## config.mk

```make
export PLATFORM = sky130hd
export DESIGN_NAME = lc4_regfile_dump
export DESIGN_NICKNAME = d
export VERILOG_FILES = /design/src/rtl/lc4_regfile_dump_pkg.sv /design/src/rtl/Nbit_reg.sv /design/src/rtl/lc4_next_set_bit.sv /design/src/rtl/lc4_regfile_dump.sv
export SDC_FILE = /design/constraint.sdc
export NUM_CORES = 1
export LEC_CHECK = 0
export ABC_AREA = 1
export BUFFER_PORTS_ARGS = -buffer_cell sky130_fd_sc_hd__buf_2
export CAP_MARGIN = 10
export CORE_UTILIZATION = 35
export DETAILED_ROUTE_END_ITERATION = 10
export GPL_ROUTABILITY_DRIVEN = 0
export SETUP_SLACK_MARGIN = 0.1
export SKIP_CTS_REPAIR_TIMING = 1
export SLEW_MARGIN = 20
export SYNTH_ARGS = -nofsm -noshare
export SYNTH_HDL_FRONTEND = slang
export SYNTH_SLANG_ARGS = --single-unit
```

## constraint.sdc

```tcl
create_clock -name clk -period 2.6 [get_ports clk]
set_clock_uncertainty 0.2 [all_clocks]
set_input_delay 0 -clock clk [delete_from_list [all_inputs] [get_ports clk]]
set_output_delay 0 -clock clk [all_outputs]
set_load 0.05 [all_outputs]
```

## src/rtl/lc4_regfile_dump_pkg.sv

```systemverilog
// Shared definitions for the LC4 register-file dump sequencer: state encoding,
// register count and a small mask helper.
package lc4_regfile_dump_pkg;

  localparam int NREGS = 8;

  typedef enum logic [1:0] {
    IDLE = 2'd0,
    LOAD = 2'd1,
    SEND = 2'd2
  } state_t;

  // True when no bit of mask is set strictly above pos.
  function automatic logic none_above(input logic [NREGS-1:0] mask, input logic [2:0] pos);
    logic [NREGS-1:0] sh;
    sh = mask >> pos;
    return (sh[NREGS-1:1] == '0);
  endfunction

endpackage

```

## src/rtl/Nbit_reg.sv

```systemverilog
// Generic LC4 state register: synchronous reset wins over everything, otherwise
// loads only when both the local and the global write enables are high.
module Nbit_reg #(
  parameter int n = 1,
  parameter logic [n-1:0] r = '0
) (
  input  logic [n-1:0] in,
  output logic [n-1:0] out,
  input  logic         clk,
  input  logic         we,
  input  logic         gwe,
  input  logic         rst
);

  logic [n-1:0] state;

  always_ff @(posedge clk) begin
    if (rst) begin
      state <= r;
    end else if (gwe & we) begin
      state <= in;
    end
  end

  assign out = state;

endmodule

```

## src/rtl/lc4_next_set_bit.sv

```systemverilog
// Combinational search for the lowest set mask bit above pos; with incl=1 the
// bit at pos itself also qualifies (used to find the first register of a dump).
module lc4_next_set_bit
  import lc4_regfile_dump_pkg::*;
(
  input  logic [NREGS-1:0] mask,
  input  logic [2:0]       pos,
  input  logic             incl,
  output logic [2:0]       nxt,
  output logic             found
);

  always_comb begin
    nxt   = '0;
    found = 1'b0;
    // Descending scan so the last hit written is the lowest qualifying bit.
    for (int k = NREGS - 1; k >= 0; k--) begin
      if (mask[k] && ((3'(k) > pos) || (incl && (3'(k) == pos)))) begin
        nxt   = 3'(k);
        found = 1'b1;
      end
    end
  end

endmodule

```

## src/rtl/lc4_regfile_dump.sv

```systemverilog
// Read-side sequencer that walks a latched subset of R0..R7 through the rt read
// port and streams the values out on a valid/ready interface.
module lc4_regfile_dump
  import lc4_regfile_dump_pkg::*;
#(
  parameter int n = 16
) (
  input  logic         clk,
  input  logic         rst,
  input  logic         gwe,
  input  logic         i_start,
  input  logic [7:0]   i_mask,
  output logic         o_busy,
  output logic [2:0]   o_rsel,
  input  logic [n-1:0] i_rdata,
  output logic         o_valid,
  input  logic         i_ready,
  output logic [n-1:0] o_data,
  output logic [2:0]   o_idx,
  output logic         o_last,
  output logic         o_done
);

  state_t       state_q, state_d;
  logic [1:0]   state_raw;
  logic [7:0]   mask_q, mask_d;
  logic [2:0]   ptr_q, ptr_d;
  logic         valid_d, last_d, done_d;
  logic [n-1:0] data_d;
  logic [2:0]   idx_d;

  logic [2:0]   first_idx, nxt_idx;
  logic         first_found, nxt_found;
  logic         hs;

  Nbit_reg #(.n(2), .r(IDLE)) state_reg (
    .in(state_d), .out(state_raw), .clk(clk), .we(1'b1), .gwe(gwe), .rst(rst));
  Nbit_reg #(.n(8)) mask_reg (
    .in(mask_d), .out(mask_q), .clk(clk), .we(1'b1), .gwe(gwe), .rst(rst));
  Nbit_reg #(.n(3)) ptr_reg (
    .in(ptr_d), .out(ptr_q), .clk(clk), .we(1'b1), .gwe(gwe), .rst(rst));
  Nbit_reg #(.n(1)) valid_reg (
    .in(valid_d), .out(o_valid), .clk(clk), .we(1'b1), .gwe(gwe), .rst(rst));
  Nbit_reg #(.n(n)) data_reg (
    .in(data_d), .out(o_data), .clk(clk), .we(1'b1), .gwe(gwe), .rst(rst));
  Nbit_reg #(.n(3)) idx_reg (
    .in(idx_d), .out(o_idx), .clk(clk), .we(1'b1), .gwe(gwe), .rst(rst));
  Nbit_reg #(.n(1)) last_reg (
    .in(last_d), .out(o_last), .clk(clk), .we(1'b1), .gwe(gwe), .rst(rst));
  Nbit_reg #(.n(1)) done_reg (
    .in(done_d), .out(o_done), .clk(clk), .we(1'b1), .gwe(gwe), .rst(rst));

  assign state_q = state_t'(state_raw);
  assign o_busy  = (state_q != IDLE);
  assign hs      = o_valid & i_ready;

  // First register of a new request, searched on the live i_mask.
  lc4_next_set_bit first_search (
    .mask(i_mask), .pos(3'd0), .incl(1'b1), .nxt(first_idx), .found(first_found));

  // Next register after the one currently held on the output.
  lc4_next_set_bit next_search (
    .mask(mask_q), .pos(ptr_q), .incl(1'b0), .nxt(nxt_idx), .found(nxt_found));

  always_comb begin
    state_d = state_q;
    mask_d  = mask_q;
    ptr_d   = ptr_q;
    valid_d = o_valid;
    data_d  = o_data;
    idx_d   = o_idx;
    last_d  = o_last;
    done_d  = 1'b0;
    o_rsel  = ptr_q;

    case (state_q)
      IDLE: begin
        o_rsel = 3'd0;
        if (i_start) begin
          if (first_found) begin
            mask_d  = i_mask;
            ptr_d   = first_idx;
            state_d = LOAD;
          end else begin
            done_d = 1'b1;
          end
        end
      end

      LOAD: begin
        data_d  = i_rdata;
        idx_d   = ptr_q;
        valid_d = 1'b1;
        last_d  = ~nxt_found;
        state_d = SEND;
      end

      SEND: begin
        if (hs) begin
          if (!o_last) begin
            // Steer the read port to the next register now so a new word
            // is captured on the same edge that retires the current one.
            o_rsel = nxt_idx;
            data_d = i_rdata;
            idx_d  = nxt_idx;
            ptr_d  = nxt_idx;
            last_d = none_above(mask_q, nxt_idx);
          end else begin
            valid_d = 1'b0;
            last_d  = 1'b0;
            done_d  = 1'b1;
            state_d = IDLE;
          end
        end
      end

      default: begin
        state_d = IDLE;
      end
    endcase
  end

endmodule

```

* Word-level counts from Yosys, hierarchy flattened *
Cells that the tools add are included.

storage, ports and cells
  input bits = 29
  register bits = 35

operators by class
  order comparisons = 8
  mux-type cells = 60
  shifts and indexed selects = 1
  bitwise gates (word level) = 2
  equal/unequal tests = 7
  reduce and logical (&&, ||, !) cells = 19

operators with widths
  cell                                                                      count
  3-bit two-way mux                                                         22
  16-bit two-way mux                                                        2
  16-bit one-hot mux with 2 select lines                                    1
  1-bit two-way mux                                                         24
  3-bit one-hot mux with 2 select lines                                     3
  4-bit AND reduction                                                       4
  3-bit > comparator (first input constant)                                 4
  1-bit logical AND                                                         8
  2-bit two-way mux                                                         4
  2-bit inequality test (second input constant)                             4
  8-bit by 3-bit >> shifter with 8-bit output                               1
  7-bit logical NOT                                                         1
  1-bit by 3-bit > comparator with 1-bit output (first input constant)      2
  2-bit by 3-bit > comparator with 1-bit output (first input constant)      2
  1-bit one-hot mux with 2 select lines                                     3
  2-bit one-hot mux with 3 select lines                                     1
  2-bit nonzero test                                                        3
  5-bit AND reduction                                                       1
  3-bit AND reduction                                                       1
  2-bit by 1-bit equality test with 1-bit output (second input constant)    1
  2-bit equality test (second input constant)                               1
  2-bit logical NOT                                                         1
  2-bit by 1-bit inequality test with 1-bit output (second input constant)  1
  1-bit AND                                                                 1
  1-bit NOT                                                                 1

* Longest topological paths before layout *
Gate-level depths: netlist of run 1.

  depth in word-level cells = 15
  gate-level depth with buffers = 14
  mapped depth without buffers = 13

* By module *
From an unflattened synthesis of run 1, not the netlist that was laid out.

second synthesis, totals
  cells, all modules = 462
  area total of the unflattened synthesis = 2,662.6 µm²

by module, submodules not included
  module                    cells an instance  times used  sequential area each (µm²)  area each (µm²)
  lc4_regfile_dump          149                1           0.0                         793.3
  Nbit_reg at data_reg      102                1           320.3                       665.6
  lc4_next_set_bit          41                 2           0.0                         193.9
  Nbit_reg at mask_reg      51                 1           160.2                       336.6
  Nbit_reg at idx_reg ...   20                 2           60.1                        126.4
  Nbit_reg at done_reg ...  8                  3           20.0                        46.3
  Nbit_reg at state_reg     14                 1           40.0                        87.6

* Worst setup path after synthesis of run 1 *
No wires, ideal clock.

  path type = reg2out
  from = register valid_reg.state (netlist: valid_reg.out)
  to = output port o_rsel[0]
  stages on the path, launching flop included = 7
  data required time = 2.400 ns
  setup slack = 0.691 ns
  arrival = 1.709 ns
  cell sequence = dfxtp_1 > nand2_1 > nor2_1 > inv_1 > a21oi_1 > o21ai_0 > o21ai_0

between the ends
  longest elaborated chain between the ends = 3

ends and longest elaborated chain
  item                                   line                    source
  start, declared                        Nbit_reg.sv:15          logic [n-1:0] state;
  start signal, assigned                 Nbit_reg.sv:19          state <= r;
  start signal, assigned                 Nbit_reg.sv:21          state <= in;
  1-bit AND                              lc4_regfile_dump.sv:55  assign hs = o_valid & i_ready;
  3-bit two-way mux                      lc4_regfile_dump.sv:99  if (hs) begin
  3-bit one-hot mux with 2 select lines  lc4_regfile_dump.sv:76  case (state_q)
  end, declared                          lc4_regfile_dump.sv:14  output logic [2:0] o_rsel,

Every way passes these cells.

* Final worst setup path of run 1 *
  from = register ptr_reg.state[1] (netlist: ptr_reg.out[1])
  to = output port o_rsel[2]

between the ends
  longest elaborated chain between the ends = 13
  elaborated cells between the ends (all ways) = 27
  classes of those cells = order compare: 8; mux: 11; reduce/logical: 8

ends and longest elaborated chain
  item                                     line                     source
  start, declared                          Nbit_reg.sv:15
  start signal, assigned                   Nbit_reg.sv:19
  start signal, assigned                   Nbit_reg.sv:21
  3-bit > comparator                       lc4_next_set_bit.sv:18   if (mask[k] && ((3'(k) > pos) || (incl && (3'(k) == pos)))) begin
  1-bit logical AND                        lc4_next_set_bit.sv:18
  3-bit two-way mux (7 in a row)           lc4_next_set_bit.sv:18
  3-bit two-way mux *                      lc4_next_set_bit.sv:18
  3-bit two-way mux *                      lc4_regfile_dump.sv:100  if (!o_last) begin
  3-bit two-way mux *                      lc4_regfile_dump.sv:99
  3-bit one-hot mux with 2 select lines *  lc4_regfile_dump.sv:76

Mark *: on every way between the ends. The rest lies on a longest branch, timed or not.

==> results of run 1 <==
[routing by layer]
metal  GRT usage  vias up  wire (microns)
li1            -      981               -
met1       0.227      804            2190
met2       0.274       60            2080
met3      0.0394       10             268
met4      0.0822        0              62
met5           0        -               0
[cell type report]
class                   count  area (sq um)
multi-input cells         178           823
fillers                   458          2160
flip-flops and latches     34           681
well taps                  52          65.1
inverters                  29           115
clock inverters             2          12.5
repair buffers             83           561
clock buffers               6          82.6
[stage by stage]
stage / hold slack (ns) / util / cell area [sq um]
2_1_floorplan: -0.131 / - / 1690
6_report: 0.103 / 0.519 / 2340
5_1_grt: 0.130 / 0.519 / 2340
3_5_place_dp: 0.0346 / 0.434 / 1950
3_3_place_gp: 0.0319 / 0.434 / 1950
4_1_cts: -0.269 / 0.455 / 2050
[tightest hold or removal path, cell delays in order]
cell and delay, ns:
buf_2 0.10, a21oi_2 0.06, nor2_1 0.11, nand3b_1 0.14, nand2_1 0.08, a21oi_1 0.06
[placed cells by master, fill, tap and decap left out]
cell,Yosys,layout
inv_2,1,1
o31ai_1,1,1
nand3b_1,2,2
o22ai_1,1,1
dfxtp_1,34,34
nand4_1,2,2
nor2_4,2,2
nor2_1,46,46
inv_1,26,26
nor2_2,1,1
dlygate4sd3_1,0,29
o21ai_0,38,38
inv_6,1,1
nand2_1,41,41
a31oi_1,3,3
buf_2,2,54
nor3_1,3,3
clkinvlp_4,0,1
nand3_1,7,7
a21oi_2,1,1
clkinv_2,1,2
a21oi_1,24,24
and3_1,1,1
clkbuf_8,0,6
o21ai_1,3,3
o21ai_2,2,2
[flip-flops by register name, summed over array words and instances, names as in the netlist]
name           count
mask_reg.out       7
idx_reg.out        3
valid_reg.out      1
last_reg.out       1
ptr_reg.out        3
done_reg.out       1
state_reg.out      2
data_reg.out      16
[path summary, 6_finish.rpt]
check,startpoint,endpoint,slack [ns],cells after the start
max reg2reg,state_reg.out[0]$_SDFFE_PP0P_,idx_reg.out[0]$_SDFFE_PP0P_,0.39,7
min,i_ready,state_reg.out[0]$_SDFFE_PP0P_,0.10,6
max,ptr_reg.out[1]$_SDFFE_PP0P_,o_rsel[2],0.33,9
min reg2reg,done_reg.out$_SDFFE_PP0P_,done_reg.out$_SDFFE_PP0P_,0.27,2
[synthesized netlist by cell type]
master and instances:
nand3_1 7, nor2_2 1, nand3b_1 2, buf_1 1, clkinv_2 1, o21ai_2 2, nor2_4 2, dfxtp_1 34
clkbuf_1 2, buf_2 2, inv_2 1, a21oi_1 24, a31oi_1 3, a21oi_2 1, inv_6 1, o22ai_1 1
nand4_1 2, inv_1 26, o31ai_1 1, o21ai_1 3, nand2_1 41, and3_1 1, buf_4 1, buf_8 1
nor3_1 3, o21ai_0 38, buf_6 2, nor2_1 46
[logic make-up (layout without fill, tap and decap cells)]
group / Yosys count / after routing / synth area share
flops: 34 / 34 / 0.404
simple gates: 105 / 105 / 0.261
buf+inv: 38 / 120 / 0.108
compound gates: 73 / 73 / 0.228
[power by group through the flow]
stage | Sequential, mW | Clock (mW) | Combinational (mW)
2_1_floorplan | 0.717 | 0 | 0.242
3_3_place_gp | 0.625 | 0 | 0.431
3_5_place_dp | 0.625 | 0 | 0.431
4_1_cts | 0.612 | 0.420 | 0.433
5_1_grt | 0.620 | 0.442 | 0.516
6_report | 0.612 | 0.408 | 0.468
==> out/metrics.yaml, run 1 <==
route:
  wl_mm: 4.60
  ant_nets: 0
  vias: 1855
  wl_per_cell_microns: 12.0
  drcViolationCount: 5
  routed_via_density: 4.83
  drtPass1Iterations: 7
  drtIter0Drc: 120
yosys:
  seq_area_frac_synth: 0.404
  syn-cell-area_sq_mm: 0.00169
  avgSynthCellArea_sq_um: 6.74
  synth_nets: 279
  yosysWarnings: 0
  ys_types: 28
  synth_area_leader_cell: "dfxtp_1"
  synth_top_area_frac: 0.404
  synth_area_leaders: "dfxtp_1 40%, o21ai_0 11%, nor2_1 10%"
  ys_ff_latch: 34
  syn_inst: 250
grt:
  grt_pass1_wl_mm: 7.03
  grt_max_degree: 31
  grt_pass1_vias: 1596
  grt_overflow: 0
  grt_usage: 0.174
  antenna_found_initial: 0
power:
  power_density_mw_per_mm2: 636
  ir_drop_mv: 0.221
  clkPwrFrac: 0.274
  power_frac_seq: 0.411
  p_int_uw: 932
  power_mw: 1.49
  p_sw_frac: 0.374
  p_leak_nw: 1.10
  pwr-share-comb: 0.315
  net-switching-power_uw: 557
sta:
  rsz0062_at_grt: "no"
  fmax_mhz: 441
  hold_viol: 0
  fin_crit_sh: 0.873
  fin_ws_ns: 0.331
  setup_viol: 0
  period_minus_slack_ns: 2.27
  worst_pin_slew_ns: 0.786
  setup_tns_ns: 0
  slew_violations: 0
  max_slew_margin: 0.476
cells_and_area:
  antenna_cells: 0
  area_growth_pct: 38.8
  fin_cells: 384
  num-nets-final: 360
  drive_gt1_frac: 0.214
worst_setup_path:
  crit_fanout: 8
  worstSetupEndpointType: "output port"
  path_delay_family: "simple AND/OR/NAND/NOR gates"
  cp_slowest_cell: "dfxtp_1"
  start_kind: "flip-flop"
  worstSetupPathType: "reg2out"
  slowest_delay_ns: 0.47
  cp.arrival_ns: 2.07
  cp_data_required_time_ns: 2.40
  crit_buf_inv: 1
  crit_chain: "nand2_1 -> nand2_1 -> nor2_1 -> nor2_1 -> nand2_1 -> nor2_1 -> o21ai_0 -> o21ai_0 -> buf_2"
floorplanning:
  io_pins: 55
  dieWidth_microns: 71.4
  core_sq_mm: 0.00450
  die_y_microns: 71.4
  rows: 24
  initial_core_util: 0.374
  fp.dieArea_sq_mm: 0.00510
placement:
  placedCellCount: 347
  port_buffers: 54
  place_ws_ns: 0.431
  hpwlAfterDp_mm: 3.19
cts:
  clockBufferDepth: 2
  path_clk_slew_ns: 0.07
  htreeDepth: 2
  cts_tree: "done"
  cts_root_buffer: "clkbuf_8"
  clkLatencyLatePin_ns: 0.28
  cts_buffers: 5
  cts_sinks: 34
outcome:
  status: "finished, violations left"
  failed_checks: "DRC"
job:
  drv_cap: 0
hold_path:
  min_path_type: "in2reg"
Power figures use the tool's default switching activity.
==> inputs of run 2 (changes only) <==
--- a/config.mk
+++ b/config.mk
@@ -8,9 +8,11 @@
 export ABC_AREA = 1
 export BUFFER_PORTS_ARGS = -buffer_cell sky130_fd_sc_hd__buf_2
 export CAP_MARGIN = 10
-export CORE_UTILIZATION = 35
+export CORE_UTILIZATION = 40
 export DETAILED_ROUTE_END_ITERATION = 10
 export GPL_ROUTABILITY_DRIVEN = 0
+export PLACE_DENSITY = 0.65
+export RECOVER_POWER = 100
 export SETUP_SLACK_MARGIN = 0.1
 export SKIP_CTS_REPAIR_TIMING = 1
 export SLEW_MARGIN = 20
==> run 2 against run 1 <==
Net effect: the run now ends clean; hold slack got worse by 0.0098 ns; critical path type is now reg2reg; first-iteration DRC count fell by 1.7%; routed wire length fell by 0.67%.
==> out/metrics.yaml, run 2 (synthesized netlist as in run 1, its figures left out) <==
grt:
  antenna_found_initial: 0  # unchanged
  grt_pass1_vias: 1505  # -5.7%
  grt_usage: 0.195  # +0.0210
  grt_pass1_wl_mm: 6.46  # -8.1%
  grt_overflow: 0  # unchanged
  grt_max_degree: 31  # unchanged
power:
  ir_drop_mv: 0.444  # +100%
  p_int_mw: 1.12  # +20%
  p_sw_frac: 0.332  # -0.0420
  pwr-share-comb: 0.273  # -0.042
  clkPwrFrac: 0.360  # +0.086
  power_density_mw_per_mm2: 710  # +12%
  net-switching-power_uw: 556  # about the same
  power_frac_seq: 0.367  # -0.044
  p_leak_nw: 1.02  # -7.5%
sta:
  slew_violations: 0  # unchanged
  setup_viol: 0  # unchanged
  fmax_mhz: 444  # +0.65%
  hold_slack_ns: 0.0931  # -0.00981 ns
  hold_viol: 0  # unchanged
  max_slew_margin: 0.513  # +0.0369
  setup_tns_ns: 0  # unchanged
  rsz0062_at_grt: "no"
  period_minus_slack_ns: 2.25  # -0.0146 ns
  worst_pin_slew_ns: 0.730  # -0.0554 ns
  fin_crit_sh: 0.867  # -0.00563
cells_and_area:
  layout_common_cells: "47 x nor2_1, 41 x nand2_1, 38 x o21ai_0"
  nFillCells: 413  # -9.8%
  antenna_cells: 0  # unchanged
  num-nets-final: 361  # +0.28%
  fin_area_sq_mm: 0.00236  # +0.86%
  largest_reg_flops: 16  # unchanged
  multi_input_area_sq_um: 817  # -0.76%
  layout_commonest_cell: "nor2_1"
  area_growth_pct: 40.0
  final-seq-area_sq_um: 681  # unchanged
  drive_gt1_frac: 0.138  # -0.0757
cts:
  cts_buffers: 5  # unchanged
  htreeDepth: 2  # unchanged
  cts_sinks: 34  # unchanged
  cts_root_buffer: "clkbuf_8"
  clockBufferDepth: 2  # unchanged
  path_clk_slew_ns: 0.07  # about the same
  cts_tree: "done"
  clkLatencyLatePin_ns: 0.29  # about the same
route:
  drtIter0Drc: 118  # -1.7%
  ant_nets: 0  # unchanged
  drtPass1Iterations: 4  # -3
  vias: 1885  # +1.6%
  routed_via_density: 4.92  # +1.9%
  drcViolationCount: 0  # -5
  wl_per_cell_microns: 11.9  # -0.41%
  wl_mm: 4.57  # -0.67%
worst_setup_path:
  worstSetupEndpointType: "flip-flop"
  crit_chain: "inv_1 -> nor2_4 -> inv_6 -> a21oi_1 -> nor2_1 -> o21ai_2 -> inv_2 -> o21ai_0 -> a21oi_1"
  path_delay_family: "compound AO/OA/AOI/OAI gates"
  cp_data_required_time_ns: 2.57  # +0.17 ns
  start_kind: "flip-flop"
  crit_buf_inv: 3  # +2
  path_common_cell: "a21oi_1"
  cp.arrival_ns: 2.23  # +0.16 ns
  worstSetupPathType: "reg2reg"
  crit_fanout: 20  # +12
  slowest_delay_ns: 0.38  # -0.09 ns
  cp_slowest_cell: "dfxtp_1"
floorplanning:
  dieWidth_microns: 66.9  # -6.3%
  core_sq_mm: 0.00403  # -11%
  rows: 23  # -4.2%
  initial_core_util: 0.418  # +0.0442
  io_pins: 55  # unchanged
  die_y_microns: 66.9  # -6.3%
  fp.dieArea_sq_mm: 0.00448  # -12%
hold_path:
  min_path_type: "in2reg"
placement:
  placed_cell_area_sq_mm: 0.00195  # -0.13%
  hpwlAfterDp_mm: 3.16  # -0.92%
  port_buffers: 54  # unchanged
job:
  drv_cap: 0  # unchanged
outcome:
  status: "finished, final reports clean"
## run 2: changes by cell type in the layout (fill, tap and decap cells not counted), sizes merged
cell	previous run	this run
bufinv	0	2
buf	54	28
clkbuf	6	32
clkinv	2	0
dlygate4sd3	29	30
## run 2: area by class of cell
type,instances,share of cell area
sequential,34,0.288
inverter,29,0.0488
clock inverter,2,0.0255
clock buffer,6,0.0350
timing repair buffer,84,0.230
tap,50,0.0265
multi-input combinational,178,0.346
## run 2: through the flow
stage          std cells  setup slack [ns]  utilization  total power, mW
2_1_floorplan        250             0.691            -            0.959
3_3_place_gp         345             0.526        0.484             1.05
3_5_place_dp         345             0.438        0.484             1.06
4_1_cts              353             0.402        0.520             1.66
5_1_grt              383             0.103        0.586             1.77
6_report             383             0.346        0.586             1.68
## run 2: worst paths after layout
check	startpoint	to	slack, ns	cells after the start
max	state_reg.out[1]$_SDFFE_PP0P_	idx_reg.out[0]$_SDFFE_PP0P_	0.35	9
min	i_ready	state_reg.out[0]$_SDFFE_PP0P_	0.09	6
max reg2reg	state_reg.out[1]$_SDFFE_PP0P_	idx_reg.out[0]$_SDFFE_PP0P_	0.35	9
min reg2reg	done_reg.out$_SDFFE_PP0P_	done_reg.out$_SDFFE_PP0P_	0.27	2
## run 2: layer usage
| metal | vias to the layer above | track usage | share of wire |
|---|---|---|---|
| met4 | 0 | 0.0984 | 0.023 |
| met1 | 828 | 0.235 | 0.42 |
| met2 | 65 | 0.317 | 0.48 |
| li1 | 980 | - | - |
| met5 | - | 0 | 0 |
| met3 | 12 | 0.0514 | 0.068 |
## run 2: tightest hold or removal path, cell delays in order
cell,delay (ns)
buf_2,0.09
a21oi_1,0.08
nor2_1,0.09
nand3b_1,0.12
nand2_1,0.09
a21oi_1,0.06
## run 2: power groups by stage
| stage | Clock (mW) | Combinational, mW | Sequential, mW |
|---|---|---|---|
| 6_report | 0.603 | 0.458 | 0.614 |
| 5_1_grt | 0.641 | 0.507 | 0.622 |
| 4_1_cts | 0.616 | 0.432 | 0.613 |
| 3_5_place_dp | 0 | 0.430 | 0.625 |
| 3_3_place_gp | 0 | 0.430 | 0.624 |
| 2_1_floorplan | 0 | 0.242 | 0.717 |
==> inputs of run 3 (changes only) <==
--- a/config.mk
+++ b/config.mk
@@ -11,11 +11,11 @@
 export CORE_UTILIZATION = 40
 export DETAILED_ROUTE_END_ITERATION = 10
 export GPL_ROUTABILITY_DRIVEN = 0
-export PLACE_DENSITY = 0.65
 export RECOVER_POWER = 100
 export SETUP_SLACK_MARGIN = 0.1
 export SKIP_CTS_REPAIR_TIMING = 1
 export SLEW_MARGIN = 20
 export SYNTH_ARGS = -nofsm -noshare
 export SYNTH_HDL_FRONTEND = slang
+export SYNTH_HIERARCHICAL = 1
 export SYNTH_SLANG_ARGS = --single-unit
==> run 3 against run 2 <==
Net effect: synthesized area rose by 58%; maximum frequency down 4.4%; count of clock-buffer cells in the layout up 1; hold slack lost 0.076 ns; clock power down 25%; die area rose by 56%; combinational power rose by 13%; sequential share of layout area decreased by 7.9 points; critical path depth is 2 higher; critical endpoint is now o_rsel[2].
==> out/metrics.yaml, run 3 <==
outcome:
  status: "finished, final reports clean"
job:
  drv_cap: 0  # unchanged
cts:
  cts_buffers: 5  # unchanged
  clkLatencyLatePin_ns: 0.29  # about the same
  htreeDepth: 2  # unchanged
  cts_tree: "done"
  path_clk_slew_ns: 0.08  # about the same
  cts_sinks: 35  # +2.9%
  clockBufferDepth: 2  # unchanged
  cts_root_buffer: "clkbuf_8"
hold_path:
  min_path_type: "in2reg"
yosys:
  synth_top_area_frac: 0.263  # -0.141
  avgSynthCellArea_sq_um: 5.76  # -15%
  seq_area_frac_synth: 0.263  # -0.141
  ys_types: 27  # -3.6%
  synthFlopType: "dfxtp_1"
  async_flop_share: 0  # unchanged
  ys_ff_latch: 35  # +2.9%
  synth_edf_count: 0  # unchanged
  yosysWarnings: 6  # +6
  synth_area_leader_cell: "dfxtp_1"
  synth_commonest_cells: "131 x nand2_1, 93 x nor2_1, 65 x inv_1"
  synth_most_common_cell: "nand2_1"
  syn_inst: 462  # +85%
  synth_area_leaders: "dfxtp_1 26%, nand2_1 18%, nor2_1 13%"
  syn-cell-area_sq_mm: 0.00266  # +58%
cells_and_area:
  nFillCells: 678  # +64%
  layout_commonest_cell: "nand2_1"
  largest_reg_flops: 16  # unchanged
  layout_common_cells: "132 x nand2_1, 93 x nor2_1, 65 x inv_1"
  antenna_cells: 0  # unchanged
  num-nets-final: 592  # +64%
  area_growth_pct: 26.1
  drive_gt1_frac: 0.145  # +0.00650
grt:
  antenna_found_initial: 0  # unchanged
  grt_pass1_vias: 2505  # +66%
  grt_usage: 0.200  # +0.00446
  grt_overflow: 0  # unchanged
  grt_pass1_wl_mm: 11.5  # +78%
  grt_max_degree: 33  # +6.5%
power:
  ir_drop_mv: 0.265  # -40%
  power_density_mw_per_mm2: 471  # -34%
  p_leak_nw: 1.87  # +84%
worst_setup_path:
  worst_r2r_path_depth: 16  # +7
  endpoint: "o_rsel[2]"
  cp_slowest_cell: "dfxtp_2"
  crit_buf_inv: 4  # +1
  start_kind: "flip-flop"
  slowest_delay_ns: 0.40  # +0.02 ns
  path_delay_family: "simple AND/OR/NAND/NOR gates"
  cp-startpoint: "ptr_reg/out[0]$_SDFFE_PP0P_"
  crit_fanout: 7  # -65%
  cp_data_required_time_ns: 2.40  # -0.17 ns
  r2r_end: "last_reg/out$_SDFFE_PP0P_"
  r2r-start: "ptr_reg/out[0]$_SDFFE_PP0P_"
  crit_chain: "nand2_1 -> inv_1 -> nand2_1 -> nand3_1 -> nand2_1 -> nor3_1 -> inv_1 -> nor2_1 -> a21oi_2 -> inv_1 -> clkbuf_2"
  cp_num_cells: 11  # +2
  cp.arrival_ns: 2.16  # -0.07 ns
  worstSetupEndpointType: "output port"
  worstSetupPathType: "reg2out"
  rrSetupSlack_ns: 0.38  # +0.03 ns
route:
  routed_via_density: 4.53  # -7.9%
  wl_mm: 6.97  # +52%
  drcViolationCount: 0  # unchanged
  drtIter0Drc: 76  # -36%
  wl_per_cell_microns: 10.9  # -8.4%
  vias: 2887  # +53%
  drtPass1Iterations: 4  # unchanged
  ant_nets: 0  # unchanged
sta:
  rsz0062_at_grt: "no"
  hold_viol: 0  # unchanged
  slew_violations: 0  # unchanged
  fin_crit_sh: 0.907  # +0.0401
  fmax_mhz: 424  # -4.4%
  setup_tns_ns: 0  # unchanged
  hold_slack_ns: 0.0171  # -0.0760 ns
  period_minus_slack_ns: 2.36  # +0.104 ns
  max_slew_margin: 0.575  # +0.0624
  setup_viol: 0  # unchanged
  worst_pin_slew_ns: 0.640  # -0.0901 ns
floorplanning:
  io_pins: 55  # unchanged
  rows: 29  # +26%
  dieWidth_microns: 83.6  # +25%
  die_y_microns: 83.6  # +25%
  core_sq_mm: 0.00639  # +59%
  initial_core_util: 0.417  # -0.00139
  fp.dieArea_sq_mm: 0.00699  # +56%
placement:
  hpwlAfterDp_mm: 4.85  # +53%
  port_buffers: 54  # unchanged
==> run 3: cell types whose count changed after synthesis, moves of 3 or more <==
cell     previous run  this run
nand2_1            41       131
nor2_1             46        93
inv_1              26        65
nand3_1             7        33
a21oi_1            24         8
nand2_2             0        15
o21ai_0            38        24
mux2_2              0         8
a21oi_2             1         6
inv_2               1         6
ha_1                0         4
buf_6               2         5
o21ai_1             3         6
==> run 3: layout make-up <==
class	count	area, sq um	share of cell area
clock buffers	7	96.3	0.0287
clock inverters	1	7.51	0.00224
inverters	71	267	0.0794
multi-input cells	365	1680	0.500
flip-flops and latches	35	704	0.210
well taps	77	96.3	0.0287
repair buffers	81	508	0.151
==> run 3: worst min path at each step <==
stage | startpoint | endpoint | slack, ns | cells after the start
3_5_place_dp | i_rdata[3] | data_reg/out[3]$_SDFFE_PP0P_ | 0.16 | 5
5_1_grt | i_start | ptr_reg/out[2]$_SDFFE_PP0P_ | 0.05 | 5
2_1_floorplan | rst | done_reg/out$_SDFFE_PP0P_ | -0.06 | 3
6_report | i_ready | valid_reg/out$_SDFFE_PP0P_ | 0.02 | 6
3_3_place_gp | i_rdata[1] | data_reg/out[1]$_SDFFE_PP0P_ | 0.15 | 5
4_1_cts | i_rdata[0] | data_reg/out[0]$_SDFFE_PP0P_ | -0.14 | 5
==> run 3: routing by layer <==
metal	part of all wire	global-route usage	up-vias
met5	0	0	-
met4	0.0069	0.0462	0
met3	0.042	0.0336	5
met2	0.45	0.321	52
met1	0.50	0.279	1244
li1	-	-	1586
==> run 3: where the power goes <==
group	switching (mW)	internal [mW]
clock network	0.210	0.241
logic	0.347	0.171
registers	0.0402	0.573
total	0.598	0.985
==> run 3: worst reg2reg max path, delay by kind of cell, from the launching register on <==
family,cells,cell delay (ns)
AND/OR/NAND/NOR,13,1.26
flip-flops,1,0.40
AO/OA/AOI/OAI,2,0.21
buffers and inverters,1,0.09
==> run 3: cell families after synthesis <==
| family | after synthesis | synth area share |
|---|---|---|
| and+or+nand+nor | 282 | 0.443 |
| DFF | 35 | 0.263 |
| AOI/OAI and AO/OA | 48 | 0.105 |
| muxes | 8 | 0.0338 |
| other | 2 | 0.00282 |
| adders and majority gates | 4 | 0.0188 |
| buffers and inverters | 83 | 0.133 |
==> run 3: stage by stage <==
stage / util / cells / instance area, sq um / total power, mW / worst slack [ns]
global placement: 0.474 / 603 / 3030 / 1.11 / 0.314
finish: 0.526 / 637 / 3360 / 1.58 / 0.242
CTS: 0.490 / 611 / 3130 / 1.57 / 0.135
detailed placement: 0.474 / 603 / 3030 / 1.12 / 0.333
floorplan: - / 483 / 2740 / 1.01 / 0.598
global route: 0.526 / 637 / 3360 / 1.69 / 0.105
